$ cat src/rtl/lvt_bram_dump_reader.sv
// Read-side sequencer for the 2W1R LVT BRAM: walks rd0 over a contiguous
// address range and streams every word out on a valid/ready interface.
//
// Handshake: a word moves from this block to the consumer on a rising edge
// where out_valid && out_ready. While out_valid is high and out_ready is low,
// out_data/out_addr/out_last hold their values, and out_valid stays high until
// the word is taken. The only exceptions are abort and rst, which withdraw the
// word.
//
// Data path: reads are credit-limited so that (buffered words + in-flight read)
// never exceeds 2. A returning read either goes straight out, when the buffer
// is empty and the consumer is ready, or it is pushed into a 2-entry buffer.
// This keeps a 1 word/cycle stream without ever dropping a returning word.
module lvt_bram_dump_reader #(
    parameter int ADDR_W = 7,
    parameter int DATA_W = 32,
    parameter int CNT_W  = 8
) (
    input  logic              clk,
    input  logic              rst,
    input  logic              start,
    input  logic [ADDR_W-1:0] start_addr,
    input  logic [CNT_W-1:0]  count,
    input  logic              abort,
    output logic              busy,
    output logic              done,
    output logic              rd0_en,
    output logic [ADDR_W-1:0] rd0_addr,
    input  logic [DATA_W-1:0] rd0_data,
    output logic              out_valid,
    input  logic              out_ready,
    output logic [DATA_W-1:0] out_data,
    output logic [ADDR_W-1:0] out_addr,
    output logic              out_last,
    output logic [1:0]        dbg_state
);

    typedef enum logic [1:0] {IDLE, RUN, DRAIN, FIN} state_t;

    state_t state, state_nxt;

    logic [ADDR_W-1:0] addr_q;
    logic [CNT_W-1:0]  cnt_q;
    logic [CNT_W-1:0]  issued_q;

    logic              inflight_q;
    logic [ADDR_W-1:0] inflight_addr_q;
    logic              inflight_last_q;

    logic [DATA_W-1:0] e0_data, e1_data;
    logic [ADDR_W-1:0] e0_addr, e1_addr;
    logic              e0_last, e1_last;
    logic [1:0]        occ_q;

    logic accept_start, issue, last_issue, bypass, xfer, push, pop;

    // Issue/credit and output-buffer control decoded from current state.
    always_comb begin
        accept_start = (state == IDLE) && start && !abort;
        issue        = (state == RUN) && !abort && ((occ_q + {1'b0, inflight_q}) < 2'd2);
        last_issue   = issue && (issued_q == (cnt_q - CNT_W'(1)));
        bypass       = (occ_q == 2'd0) && inflight_q;
        out_valid    = (occ_q != 2'd0) || inflight_q;
        out_data     = bypass ? rd0_data        : e0_data;
        out_addr     = bypass ? inflight_addr_q : e0_addr;
        out_last     = bypass ? inflight_last_q : e0_last;
        xfer         = out_valid && out_ready;
        pop          = xfer && (occ_q != 2'd0);
        push         = inflight_q && !(bypass && out_ready);
        rd0_en       = issue;
        rd0_addr     = addr_q;
        busy         = (state != IDLE);
        done         = (state == FIN);
        dbg_state    = state;
    end

    // Next-state logic; abort overrides everything and returns to IDLE.
    always_comb begin
        state_nxt = state;
        case (state)
            IDLE:    if (accept_start) state_nxt = (count == '0) ? FIN : RUN;
            RUN:     if (last_issue) state_nxt = DRAIN;
            DRAIN:   if (xfer && out_last) state_nxt = FIN;
            FIN:     state_nxt = IDLE;
            default: state_nxt = IDLE;
        endcase
        if (abort) state_nxt = IDLE;
    end

    // State register.
    always_ff @(posedge clk) begin
        if (rst) state <= IDLE;
        else     state <= state_nxt;
    end

    // Burst address and issued-read counter.
    always_ff @(posedge clk) begin
        if (rst) begin
            addr_q   <= '0;
            cnt_q    <= '0;
            issued_q <= '0;
        end else if (accept_start) begin
            addr_q   <= start_addr;
            cnt_q    <= count;
            issued_q <= '0;
        end else if (issue) begin
            addr_q   <= addr_q + ADDR_W'(1);
            issued_q <= issued_q + CNT_W'(1);
        end
    end

    // Tracks the read whose data returns on the next cycle.
    always_ff @(posedge clk) begin
        if (rst || abort) begin
            inflight_q      <= 1'b0;
            inflight_addr_q <= '0;
            inflight_last_q <= 1'b0;
        end else begin
            inflight_q <= issue;
            if (issue) begin
                inflight_addr_q <= addr_q;
                inflight_last_q <= last_issue;
            end
        end
    end

    // Two-entry output buffer; entry 0 is always the head.
    always_ff @(posedge clk) begin
        if (rst) begin
            occ_q   <= 2'd0;
            e0_data <= '0;
            e0_addr <= '0;
            e0_last <= 1'b0;
            e1_data <= '0;
            e1_addr <= '0;
            e1_last <= 1'b0;
        end else if (abort) begin
            occ_q <= 2'd0;
        end else begin
            case ({push, pop})
                2'b10: begin
                    if (occ_q == 2'd0) begin
                        e0_data <= rd0_data;
                        e0_addr <= inflight_addr_q;
                        e0_last <= inflight_last_q;
                    end else begin
                        e1_data <= rd0_data;
                        e1_addr <= inflight_addr_q;
                        e1_last <= inflight_last_q;
                    end
                    occ_q <= occ_q + 2'd1;
                end
                2'b01: begin
                    e0_data <= e1_data;
                    e0_addr <= e1_addr;
                    e0_last <= e1_last;
                    occ_q   <= occ_q - 2'd1;
                end
                2'b11: begin
                    if (occ_q == 2'd1) begin
                        e0_data <= rd0_data;
                        e0_addr <= inflight_addr_q;
                        e0_last <= inflight_last_q;
                    end else begin
                        e0_data <= e1_data;
                        e0_addr <= e1_addr;
                        e0_last <= e1_last;
                        e1_data <= rd0_data;
                        e1_addr <= inflight_addr_q;
                        e1_last <= inflight_last_q;
                    end
                end
                default: ;
            endcase
        end
    end

endmodule
$ cat config.mk
export PLATFORM = sky130hd
export DESIGN_NAME = lvt_bram_dump_reader
export DESIGN_NICKNAME = d
export VERILOG_FILES = /design/src/rtl/lvt_bram_dump_reader.sv
export SDC_FILE = /design/constraint.sdc
export NUM_CORES = 1
export LEC_CHECK = 0
export BUFFER_PORTS_ARGS = -buffer_cell sky130_fd_sc_hd__buf_2
export CORE_MARGIN = 3
export CORE_UTILIZATION = 60
export DETAILED_ROUTE_END_ITERATION = 10
export HOLD_SLACK_MARGIN = 0.03
export PLACE_DENSITY = 0.92
export RECOVER_POWER = 100
export SLEW_MARGIN = 40
export SYNTH_ARGS = -nofsm -noshare
export SYNTH_HDL_FRONTEND = slang
export SYNTH_SLANG_ARGS = --single-unit
$ cat constraint.sdc
create_clock -name clk -period 3.6 [get_ports clk]
set_clock_uncertainty 0.2 [all_clocks]
set_input_delay 0.72 -clock clk [delete_from_list [all_inputs] [get_ports clk]]
set_output_delay 0.72 -clock clk [all_outputs]
set_load 0.005 [all_outputs]
After elaboration in Yosys (flattened, before gate mapping)
Cells that the tools add are included.
{ "totals": {"word_cells": 94, "output_inout_bits": 53, "regBits": 116, "input_bits": 52} }
{ "op_classes": {"magnitude_cmp": 1, "n_eq_ne": 14, "n_reduce_logical": 29, "n_bitwise": 1, "n_mux": 29, "addsub": 6} }
{ "ops": {"columns": ["op", "count"], "rows": [
  ["$mux W32", 5],
  ["$pmux W32 S3", 1],
  ["$pmux W32 S2", 1],
  ["$mux W7", 7],
  ["$pmux W7 S3", 1],
  ["$pmux W7 S2", 1],
  ["$ne A2 B2 Y1 const B", 6],
  ["$logic_and A1 B1 Y1", 11],
  ["$reduce_bool A2 Y1", 5],
  ["$add A8 B1 Y8 const B", 1],
  ["$eq A2 B2 Y1 const B", 4],
  ["$eq A8 B8 Y1", 1],
  ["$logic_not A8 Y1", 1],
  ["$mux W2", 4],
  ["$pmux W2 S4", 1],
  ["$sub A8 B1 Y8 const B", 1],
  ["$add A7 B1 Y7 const B", 1],
  ["$eq A2 B1 Y1 const B", 3],
  ["$reduce_and A3 Y1", 2],
  ["$mux W1", 5],
  ["$logic_not A2 Y1", 2],
  ["$pmux W2 S2", 1],
  ["$reduce_and A4 Y1", 1],
  ["$reduce_or A2 Y1", 2],
  ["10 further kinds", 12]
]} }

Logic depth before layout (Yosys ltp)
Gate-level depths: netlist of the first run.
{ "depth": {"word_depth": 8, "depth_mapped": 9, "ltp_nobuf": 9} }

Worst setup path before layout of the first run
Ideal clock, no wire load.
{ "synth_timing": {"path_type": "register -> output", "start": "register occ_q[0]", "end": "output port out_addr[6]", "arrival_ns": 1.509, "setup_slack_ns": 1.171, "path_buffers": 1, "path_stages_with_launch": 6, "cell_sequence": "dfxtp_1 inv_1 ha_1 nand2_1 clkbuf_1 mux2_2"} }
{ "synth_via": {"elab_chain_len": 3} }
{ "synth_rtl": {"columns": ["element", "line", "source"], "rows": [
  ["start: declaration", "53", "logic [1:0] occ_q;"],
  ["start signal: assignment", "151", "occ_q <= occ_q + 2'd1;"],
  ["start signal: assignment", "157", "occ_q <= occ_q - 2'd1;"],
  ["$logic_not A2 Y1", "62", "bypass = (occ_q == 2'd0) && inflight_q;"],
  ["$logic_and A1 B1 Y1", "62", null],
  ["$mux W7", "65", "out_addr = bypass ? inflight_addr_q : e0_addr;"],
  ["end: declaration", "33", "output logic [ADDR_W-1:0] out_addr,"]
]} }
No other way between the ends.

Worst setup path after layout of the first run
{ "layout_timing": {"start": "register occ_q[1]", "end": "output port out_data[18]"} }
{ "layout_via": {"elab_chain_len": 3} }
{ "layout_rtl": {"columns": ["element", "line", "source"], "rows": [
  ["$logic_not A2 Y1", "62", null],
  ["$logic_and A1 B1 Y1", "62", null],
  ["$mux W32", "64", "out_data = bypass ? rd0_data : e0_data;"],
  ["end: declaration", "32", "output logic [DATA_W-1:0] out_data,"]
]} }
No other way between the ends.

==> results of run 1 <==
synth_stat cells, drive strengths merged:
cell     number
nand2       120
dfxtp       116
nor2         64
a21oi        59
a211oi       47
clkbuf       41
mux2i        41
mux2         40
xnor2        12
xor2         11
ha           10
inv          10
buf           6
nand3         6
o21ai         6
and3          5
nand4         5
nand2b        4
a21o          3
a311oi        3
or3           3
nor3          2
nor4          2
nor4b         2
a2111oi       1
a211o         1
a221oi        1
a22oi         1
a32oi         1
a41oi         1
nand3b        1
nor2b         1
nor3b         1
o211ai        1
o21ba         1
o31ai         1
o41a          1
or2           1
or4           1
critical path: cells and delay by family, from the launching register on:
| kind | cells | cell delay [ps] |
|---|---|---|
| mux | 1 | 360 |
| simple gates | 1 | 410 |
| flops | 1 | 430 |
| fa+ha+maj | 1 | 290 |
| buf+inv | 3 | 530 |
report_power, final:
part / internal (uW) / switching, uW
Combinational: 95.5 / 126
Clock: 1140 / 600
Sequential: 1300 / 22.5
sequential cells by signal, indices dropped and copies added, names as in the netlist:
name	count
cnt_q	8
dbg_state	2
e0_addr	7
e0_data	32
e0_last	1
e1_addr	7
e1_data	32
e1_last	1
inflight_addr_q	7
inflight_last_q	1
inflight_q	1
issued_q	8
occ_q	2
rd0_addr	7
path summary, 6_finish.rpt:
path | from | to | slack (ps) | depth (start not counted)
hold / removal | e1_data[18]$_SDFFE_PP0P_ | e1_data[18]$_SDFFE_PP0P_ | 250 | 2
setup / recovery | occ_q[1]$_SDFFE_PP0P_ | out_data[18] | 150 | 6
hold reg to reg | e1_data[18]$_SDFFE_PP0P_ | e1_data[18]$_SDFFE_PP0P_ | 250 | 2
setup reg to reg | inflight_q$_SDFF_PP0_ | dbg_state[1]$_SDFFE_PP0P_ | 360 | 7
metrics by stage:
stage | utilization (%) | hold slack (ps) | setup WS, ps | area [um2]
floorplan | - | 236 | 1170 | 5480
global placement | 68.7 | 241 | 746 | 6050
detailed placement | 68.7 | 247 | 671 | 6050
CTS | 75.7 | 250 | 144 | 6670
global route | 75.3 | 260 | 46.4 | 6630
finish | 75.3 | 253 | 145 | 6630
area by class of cell:
type	instances	share of cell area, %
tap	108	2.04
multi-input combinational	460	44.6
clock inverter	13	2.76
sequential	116	35.0
inverter	10	0.566
clock buffer	19	6.51
timing repair buffer	113	8.53
layer usage:
layer	share of wire (%)	wire length (um)	track usage [%]
met1	40	5530	31.1
met2	51	7000	47.4
met3	6.0	829	6.47
met4	2.7	370	12.6
met5	0	0	0
logic make-up (layout without fill, tap and decap cells):
family                     Yosys count  after routing  synth area share [%]
xor gates and xnor gates            23             23                  3.67
and+or+nand+nor                    218            218                  16.6
AOI/OAI and AO/OA                  128            128                  15.3
muxes                               81             81                  15.8
adders and majority gates           10             10                  2.28
DFF                                116            116                  42.3
buffers and inverters               57            155                  4.02
==> impl_metrics.py, run 1 <==
metrics = {
    "power_and_ir_drop": {
        "leakage_uw": 0.00283,
        "ir_drop_mv": 0.411,
        "power.total_uw": 3290,
        "power_density_nw_per_um2": 496,
    },
    "layout": {
        "mostFrequentLayoutCells": "119 x nand2_1, 116 x dfxtp_1, 81 x buf_2, 64 x nor2_1, 58 x a21oi_1",
        "layout-drive-gt1-share_pct": 22.8,
        "register_area_um2": 2320,
        "synthToLayoutAreaGrowth_pct": 20.9,
        "multi_input_area_um2": 2950,
        "antenna_cells": 0,
        "instances_no_fill": 839,
        "layout.cells.most_common": "nand2_1",
        "nFillCells": 592,
        "finish.net_count": 780,
    },
    "min_path": {
        "hold_path.class": "reg2reg",
    },
    "clocking": {
        "cts_num_sinks": 116,
        "cts_tree": "yes",
        "root_buffer": "clkbuf_8",
        "clk_latency_ps": 510,
        "path_clk_slew_ps": 60,
        "cts_buffer_depth": 2,
        "post-cts-setup-buffers": 0,
        "cts_made_buffers": 17,
        "cts_hold_buf": 0,
        "htreeDepth": 4,
        "cts_resized": 0,
    },
    "routing": {
        "detail_route.wl_per_cell_um": 16.4,
        "dr_total_vias": 4968,
        "firstDrtPassIters": 5,
        "routed_wl_um": 13700,
        "final_antenna_net_count": 0,
        "via_per_inst": 5.92,
        "drc": 0,
        "drt_iter0_drc": 211,
    },
    "flow_run": {
        "drv_cap": 1,
    },
    "sta": {
        "tns_ps": 0,
        "setup_viol": 0,
        "rsz0062_at_grt": "false",
        "tightestPinTransition_ps": 1510,
        "maxSlewHeadroom_pct": -0.973,
        "drv_slew": 81,
        "max_freq_ghz": 0.289,
        "period_share_pct": 96.0,
        "hold_viol": 0,
        "fin_crit_ps": 3450,
    },
    "synthesis": {
        "syn_nets": 695,
        "ys_seq_elements": 116,
        "synth_seq_area_share_pct": 42.3,
        "yosysTopAreaCellShare_pct": 42.3,
        "syn_area_um2": 5480,
        "ys_types": 45,
        "synth_top_area_cell": "dfxtp_1",
        "synthTopCellsByArea": "dfxtp_1 42%, nand2_1 8.2%, mux2_2 8.0%",
        "syn_inst": 633,
        "post_synth.cell_area_avg_um2": 8.66,
        "yosys_warnings": 0,
    },
    "die": {
        "die_height_um": 102,
        "dieArea_um2": 10300,
        "core_um2": 8810,
        "floorplan.die.width_um": 102,
        "initial_core_util_pct": 62.3,
        "io-pin-count": 105,
        "num_rows": 34,
    },
    "grt": {
        "antenna_found_initial": 0,
        "grt_max_degree": 81,
        "grt_use_total_pct": 27.1,
        "grt_pass1_wl_um": 22500,
        "grt_pass1_vias": 4804,
        "grt_overflow_total": 0,
    },
    "critical_path": {
        "worstPathArrival_ps": 2530,
        "crit_fanout": 19,
        "slowest_stage": "dfxtp_1",
        "crit_type": "reg2out",
        "worst_setup_path_start_kind": "register",
        "cp.required_ps": 2680,
        "max_stage_delay_ps": 430,
        "crit_chain": "inv_1 > ha_1 > nand2_2 > buf_4 > mux2_2 > clkbuf_1",
        "setup.worst_path.end_class": "primary output",
    },
    "status": {
        "violations": "max-capacitance violations, max-slew violations",
        "status": "complete, but fails checks",
    },
    "placement": {
        "hpwl_um": 8870,
        "portBuffers": 104,
        "place_inst": 807,
        "finalWeightedCongestion": 0.842,
    },
}
Note: power is estimated with default switching activity, not from simulation.
==> inputs of run 2 (changes only) <==
- CORE_MARGIN: 3 -> 2
==> run 2 against run 1 <==
Worst hold slack worse by 2.7 ps; the run still ends with max-capacitance violations, max-slew violations left; setup slack better by 42 ps; critical path depth unchanged; count of clock-buffer cells in the layout down 1; power down 1.5%; combinational power about the same.
==> impl_metrics.py, run 2 (synthesis results as in run 1) <==
metrics = {
    "status": {
        "status": "complete, but fails checks",
        "violations": "max-capacitance violations, max-slew violations",
    },
    "sta": {
        "tns_ps": 0,
        "rsz0062_at_grt": "false",
        "fin_crit_ps": 3410,
        "layout_setup_ws_ps": 187,
        "setup_viol": 0,
        "drv_slew": 81,
        "max_freq_ghz": 0.293,
        "period_share_pct": 94.8,
        "hold_viol": 0,
        "tightestPinTransition_ps": 1540,
        "maxSlewHeadroom_pct": -2.44,
    },
    "layout": {
        "synthToLayoutAreaGrowth_pct": 20.7,
        "nFillCells": 553,
        "layout-drive-gt1-share_pct": 22.8,
        "top_regs": "e0_data (32), e1_data (32)",
        "finish.net_count": 781,
        "antenna_cells": 0,
        "mostFrequentLayoutCells": "119 x nand2_1, 116 x dfxtp_1, 84 x buf_2, 64 x nor2_1, 58 x a21oi_1",
        "layout.cells.most_common": "nand2_1",
        "instances_no_fill": 840,
    },
    "clocking": {
        "root_buffer": "clkbuf_8",
        "cts_hold_buf": 0,
        "htreeDepth": 4,
        "cts_buffer_depth": 2,
        "cts_tree": "yes",
        "cts_num_sinks": 116,
        "post-cts-setup-buffers": 0,
        "path_clk_slew_ps": 50,
        "cts_made_buffers": 17,
        "clk_latency_ps": 520,
        "cts_resized": 0,
    },
    "grt": {
        "grt_use_total_pct": 28.4,
        "grt_pass1_wl_um": 22700,
        "grt_max_degree": 98,
        "grt_overflow_total": 0,
        "antenna_found_initial": 0,
        "grt_pass1_vias": 5118,
    },
    "critical_path": {
        "setup.worst_path.end_class": "primary output",
        "crit_fanout": 18,
        "r2r_slack_ps": 400,
        "cp.required_ps": 2680,
        "worstReg2RegEnd": "e0_data[10]$_SDFFE_PP0P_",
        "worst_setup_path_start_kind": "register",
        "worstRegToRegCells": 7,
        "rr_startpoint": "occ_q[1]$_SDFFE_PP0P_",
        "crit_type": "reg2out",
        "worstPathArrival_ps": 2490,
    },
    "routing": {
        "via_per_inst": 5.96,
        "dr_total_vias": 5008,
        "routed_wl_um": 14000,
        "final_antenna_net_count": 0,
        "drc": 0,
        "drt_iter0_drc": 347,
        "detail_route.wl_per_cell_um": 16.6,
        "firstDrtPassIters": 5,
    },
    "die": {
        "num_rows": 34,
        "dieArea_um2": 9920,
        "die_height_um": 99.6,
        "initial_core_util_pct": 62.3,
        "core_um2": 8810,
        "io-pin-count": 105,
        "floorplan.die.width_um": 99.6,
    },
    "flow_run": {
        "drv_cap": 1,
    },
    "min_path": {
        "hold_path.class": "reg2reg",
        "worstHoldStart": "e1_data[11]$_SDFFE_PP0P_",
        "whs_endpoint": "e1_data[11]$_SDFFE_PP0P_",
        "hold_depth": 2,
    },
    "power_and_ir_drop": {
        "power.total_uw": 3240,
        "power_density_nw_per_um2": 489,
        "ir_drop_mv": 0.380,
        "leakage_uw": 0.00283,
    },
    "placement": {
        "place_inst": 808,
        "hpwl_um": 8840,
        "portBuffers": 104,
        "finalWeightedCongestion": 0.815,
        "place_ws_ps": 678,
    },
}
[run 2: power by group]
group | internal [uW] | total (uW) | switching, uW
sequential | 1300 | 1330 | 22.2
clock | 1060 | 1690 | 630
combinational | 95.9 | 222 | 126
[run 2: cell type report]
type	count	area [um2]	area share, %
sequential	116	2320	35.1
tap	108	135	2.04
timing repair buffer	114	573	8.66
clock inverter	14	179	2.70
clock buffer	18	418	6.31
multi-input combinational	460	2950	44.6
inverter	10	37.5	0.567
[run 2: how the worst max path moves through the flow]
stage | cells past startpoint | end | slack, ps | from
floorplan | 5 | out_addr[6] | 1170 | occ_q[0]$_SDFFE_PP0P_
global placement | 7 | dbg_state[1]$_SDFFE_PP0P_ | 750 | abort
detailed placement | 7 | dbg_state[1]$_SDFFE_PP0P_ | 680 | abort
CTS | 6 | out_data[18] | 200 | occ_q[1]$_SDFFE_PP0P_
global route | 6 | out_data[18] | 50 | occ_q[1]$_SDFFE_PP0P_
finish | 6 | out_data[18] | 190 | occ_q[1]$_SDFFE_PP0P_
[run 2: worst max-delay path: stages, from the launching register on]
cell,delay [ps]
dfxtp_1,440
inv_1,110
ha_1,290
nand2_2,300
buf_4,330
mux2_2,380
clkbuf_1,130
[run 2: through the flow]
step	area, um2	utilization [%]	hold slack [ps]
after floorplan	5480	-	236
after global placement	6060	68.8	241
after detailed placement	6060	68.9	246
after CTS	6660	75.6	242
after global routing	6620	75.1	247
final	6620	75.1	251
[run 2: routing by layer]
| metal | up-vias | global-route usage (%) | routed length, um |
|---|---|---|---|
| li1 | 2375 | - | - |
| met1 | 2372 | 31.2 | 5530 |
| met2 | 216 | 49.6 | 7190 |
| met3 | 45 | 8.36 | 828 |
| met4 | 0 | 14.8 | 418 |
| met5 | - | 0 | 0 |
==> inputs of run 3 (changes only) <==
- CELL_PAD_IN_SITES_DETAIL_PLACEMENT: unset -> 0
- CELL_PAD_IN_SITES_GLOBAL_PLACEMENT: unset -> 1
- CORE_UTILIZATION: 60 -> 45
==> run 3 against run 2 <==
Critical path type unchanged; die area up 32%; register-to-register slack worse by 150 ps; non-clock buffer count unchanged; wire length down 7.2%; final area up 0.66%; combinational power down 2%; clock power about the same; power down 0.21%; the run now ends clean; utilization down 19 points; sequential share of layout area down 0.23 points.
==> impl_metrics.py, run 3 (synthesis results as in run 1) <==
metrics = {
    "status": {
        "status": "finished, final reports clean",
    },
    "die": {
        "num_rows": 40,
        "core_um2": 12000,
        "dieArea_um2": 13100,
        "io-pin-count": 105,
        "floorplan.die.width_um": 114,
        "die_height_um": 114,
        "initial_core_util_pct": 45.8,
    },
    "sta": {
        "whs_ps": 252,
        "hold_viol": 0,
        "maxSlewHeadroom_pct": 18.9,
        "max_freq_ghz": 0.293,
        "drv_slew": 0,
        "tightestPinTransition_ps": 1220,
        "fin_crit_ps": 3410,
        "setup_viol": 0,
        "rsz0062_at_grt": "false",
        "tns_ps": 0,
        "period_share_pct": 94.7,
    },
    "min_path": {
        "worstHoldStart": "e1_addr[4]$_SDFFE_PP0P_",
        "hold_depth": 2,
        "hold_path.class": "reg2reg",
        "whs_endpoint": "e1_addr[4]$_SDFFE_PP0P_",
    },
    "flow_run": {
        "drv_cap": 0,
    },
    "power_and_ir_drop": {
        "pwr-share-comb_pct": 6.7,
        "p_int_uw": 2530,
        "power_density_nw_per_um2": 485,
        "switchingPower_uw": 700,
        "ir_drop_mv": 0.239,
        "leakage_uw": 0.00283,
        "p_sw_share_pct": 21.7,
        "power_frac_clock_pct": 52.2,
        "p_seq_share_pct": 41.0,
        "power.total_uw": 3230,
    },
    "routing": {
        "drt_iter0_drc": 367,
        "firstDrtPassIters": 5,
        "dr_total_vias": 4786,
        "drc": 0,
        "final_antenna_net_count": 0,
        "detail_route.wl_per_cell_um": 14.8,
        "routed_wl_um": 13000,
        "via_per_inst": 5.45,
    },
    "placement": {
        "portBuffers": 104,
        "finalWeightedCongestion": 0.834,
        "hpwl_um": 8530,
        "place_inst": 847,
    },
    "layout": {
        "mostFrequentLayoutCells": "119 x nand2_1, 116 x dfxtp_1, 82 x buf_2, 64 x nor2_1, 58 x a21oi_1",
        "layout-drive-gt1-share_pct": 22.8,
        "top_regs": "e0_data (32), e1_data (32)",
        "antenna_cells": 0,
        "layout.cells.most_common": "nand2_1",
        "instances_no_fill": 878,
        "finish.net_count": 781,
        "synthToLayoutAreaGrowth_pct": 21.5,
    },
    "grt": {
        "grt_overflow_total": 0,
        "grt_pass1_vias": 4698,
        "grt_pass1_wl_um": 21600,
        "antenna_found_initial": 0,
        "grt_max_degree": 98,
        "grt_use_total_pct": 20.6,
    },
    "clocking": {
        "cts_buffer_depth": 2,
        "cts_hold_buf": 0,
        "root_buffer": "clkbuf_16",
        "cts_made_buffers": 17,
        "path_clk_slew_ps": 50,
        "post-cts-setup-buffers": 0,
        "htreeDepth": 4,
        "clk_latency_ps": 410,
        "cts_resized": 0,
        "cts_tree": "yes",
        "cts_num_sinks": 116,
    },
    "critical_path": {
        "r2r_slack_ps": 250,
        "cp.required_ps": 2680,
        "worstPathArrival_ps": 2490,
        "worstReg2RegEnd": "e0_data[3]$_SDFFE_PP0P_",
        "setup.worst_path.end_class": "primary output",
        "rr_startpoint": "occ_q[1]$_SDFFE_PP0P_",
        "crit_fanout": 24,
        "crit_type": "reg2out",
        "worstRegToRegCells": 7,
        "worst_setup_path_start_kind": "register",
    },
}
[run 3: power groups by stage]
stage	Sequential, uW	Combinational, uW	Clock (uW)
final	1330	218	1690
after global routing	1330	243	1790
after global placement	1350	212	0
after CTS	1330	222	1720
after floorplan	1350	137	0
after detailed placement	1350	220	0
[run 3: worst max-delay path by stage]
stage	endpoint	slack, ps	start	cells past startpoint
6_report	out_data[29]	190	occ_q[1]$_SDFFE_PP0P_	6
5_1_grt	e0_data[12]$_SDFFE_PP0P_	50	occ_q[1]$_SDFFE_PP0P_	7
4_1_cts	out_data[22]	170	occ_q[1]$_SDFFE_PP0P_	6
3_5_place_dp	out_data[22]	630	occ_q[1]$_SDFFE_PP0P_	6
3_3_place_gp	dbg_state[1]$_SDFFE_PP0P_	710	abort	7
2_1_floorplan	out_addr[6]	1170	occ_q[0]$_SDFFE_PP0P_	5
[run 3: per-stage QoR]
stage	utilization [%]	area, um2	worst slack (ps)
after floorplan	-	5480	1170
after global placement	51.2	6120	710
after detailed placement	51.2	6120	630
after CTS	56.2	6730	171
after global routing	55.7	6660	53.1
final	55.7	6660	190
[run 3: per-layer routing]
layer / track usage, % / up-vias / routed length [um]
met5: 0 / - / 0
met4: 9.02 / 0 / 256
met3: 4.50 / 23 / 411
met2: 35.7 / 103 / 6480
met1: 24.4 / 2279 / 5820
li1: - / 2381 / -
[run 3: cell type report]
cell class | instances | area (um2)
Clock buffer | 21 | 470
Clock inverter | 10 | 130
Fill cell | 1066 | 5300
Inverter | 10 | 37.5
Multi-Input combinational cell | 460 | 2950
Sequential cell | 116 | 2320
Tap cell | 147 | 184
Timing Repair Buffer | 114 | 566
[run 3: worst max-delay path, cell delays in order (launching register included)]
cell and delay (ps):
dfxtp_1 430, inv_1 110, ha_1 270, nand2_2 510, buf_4 300, mux2_2 340, buf_2 120
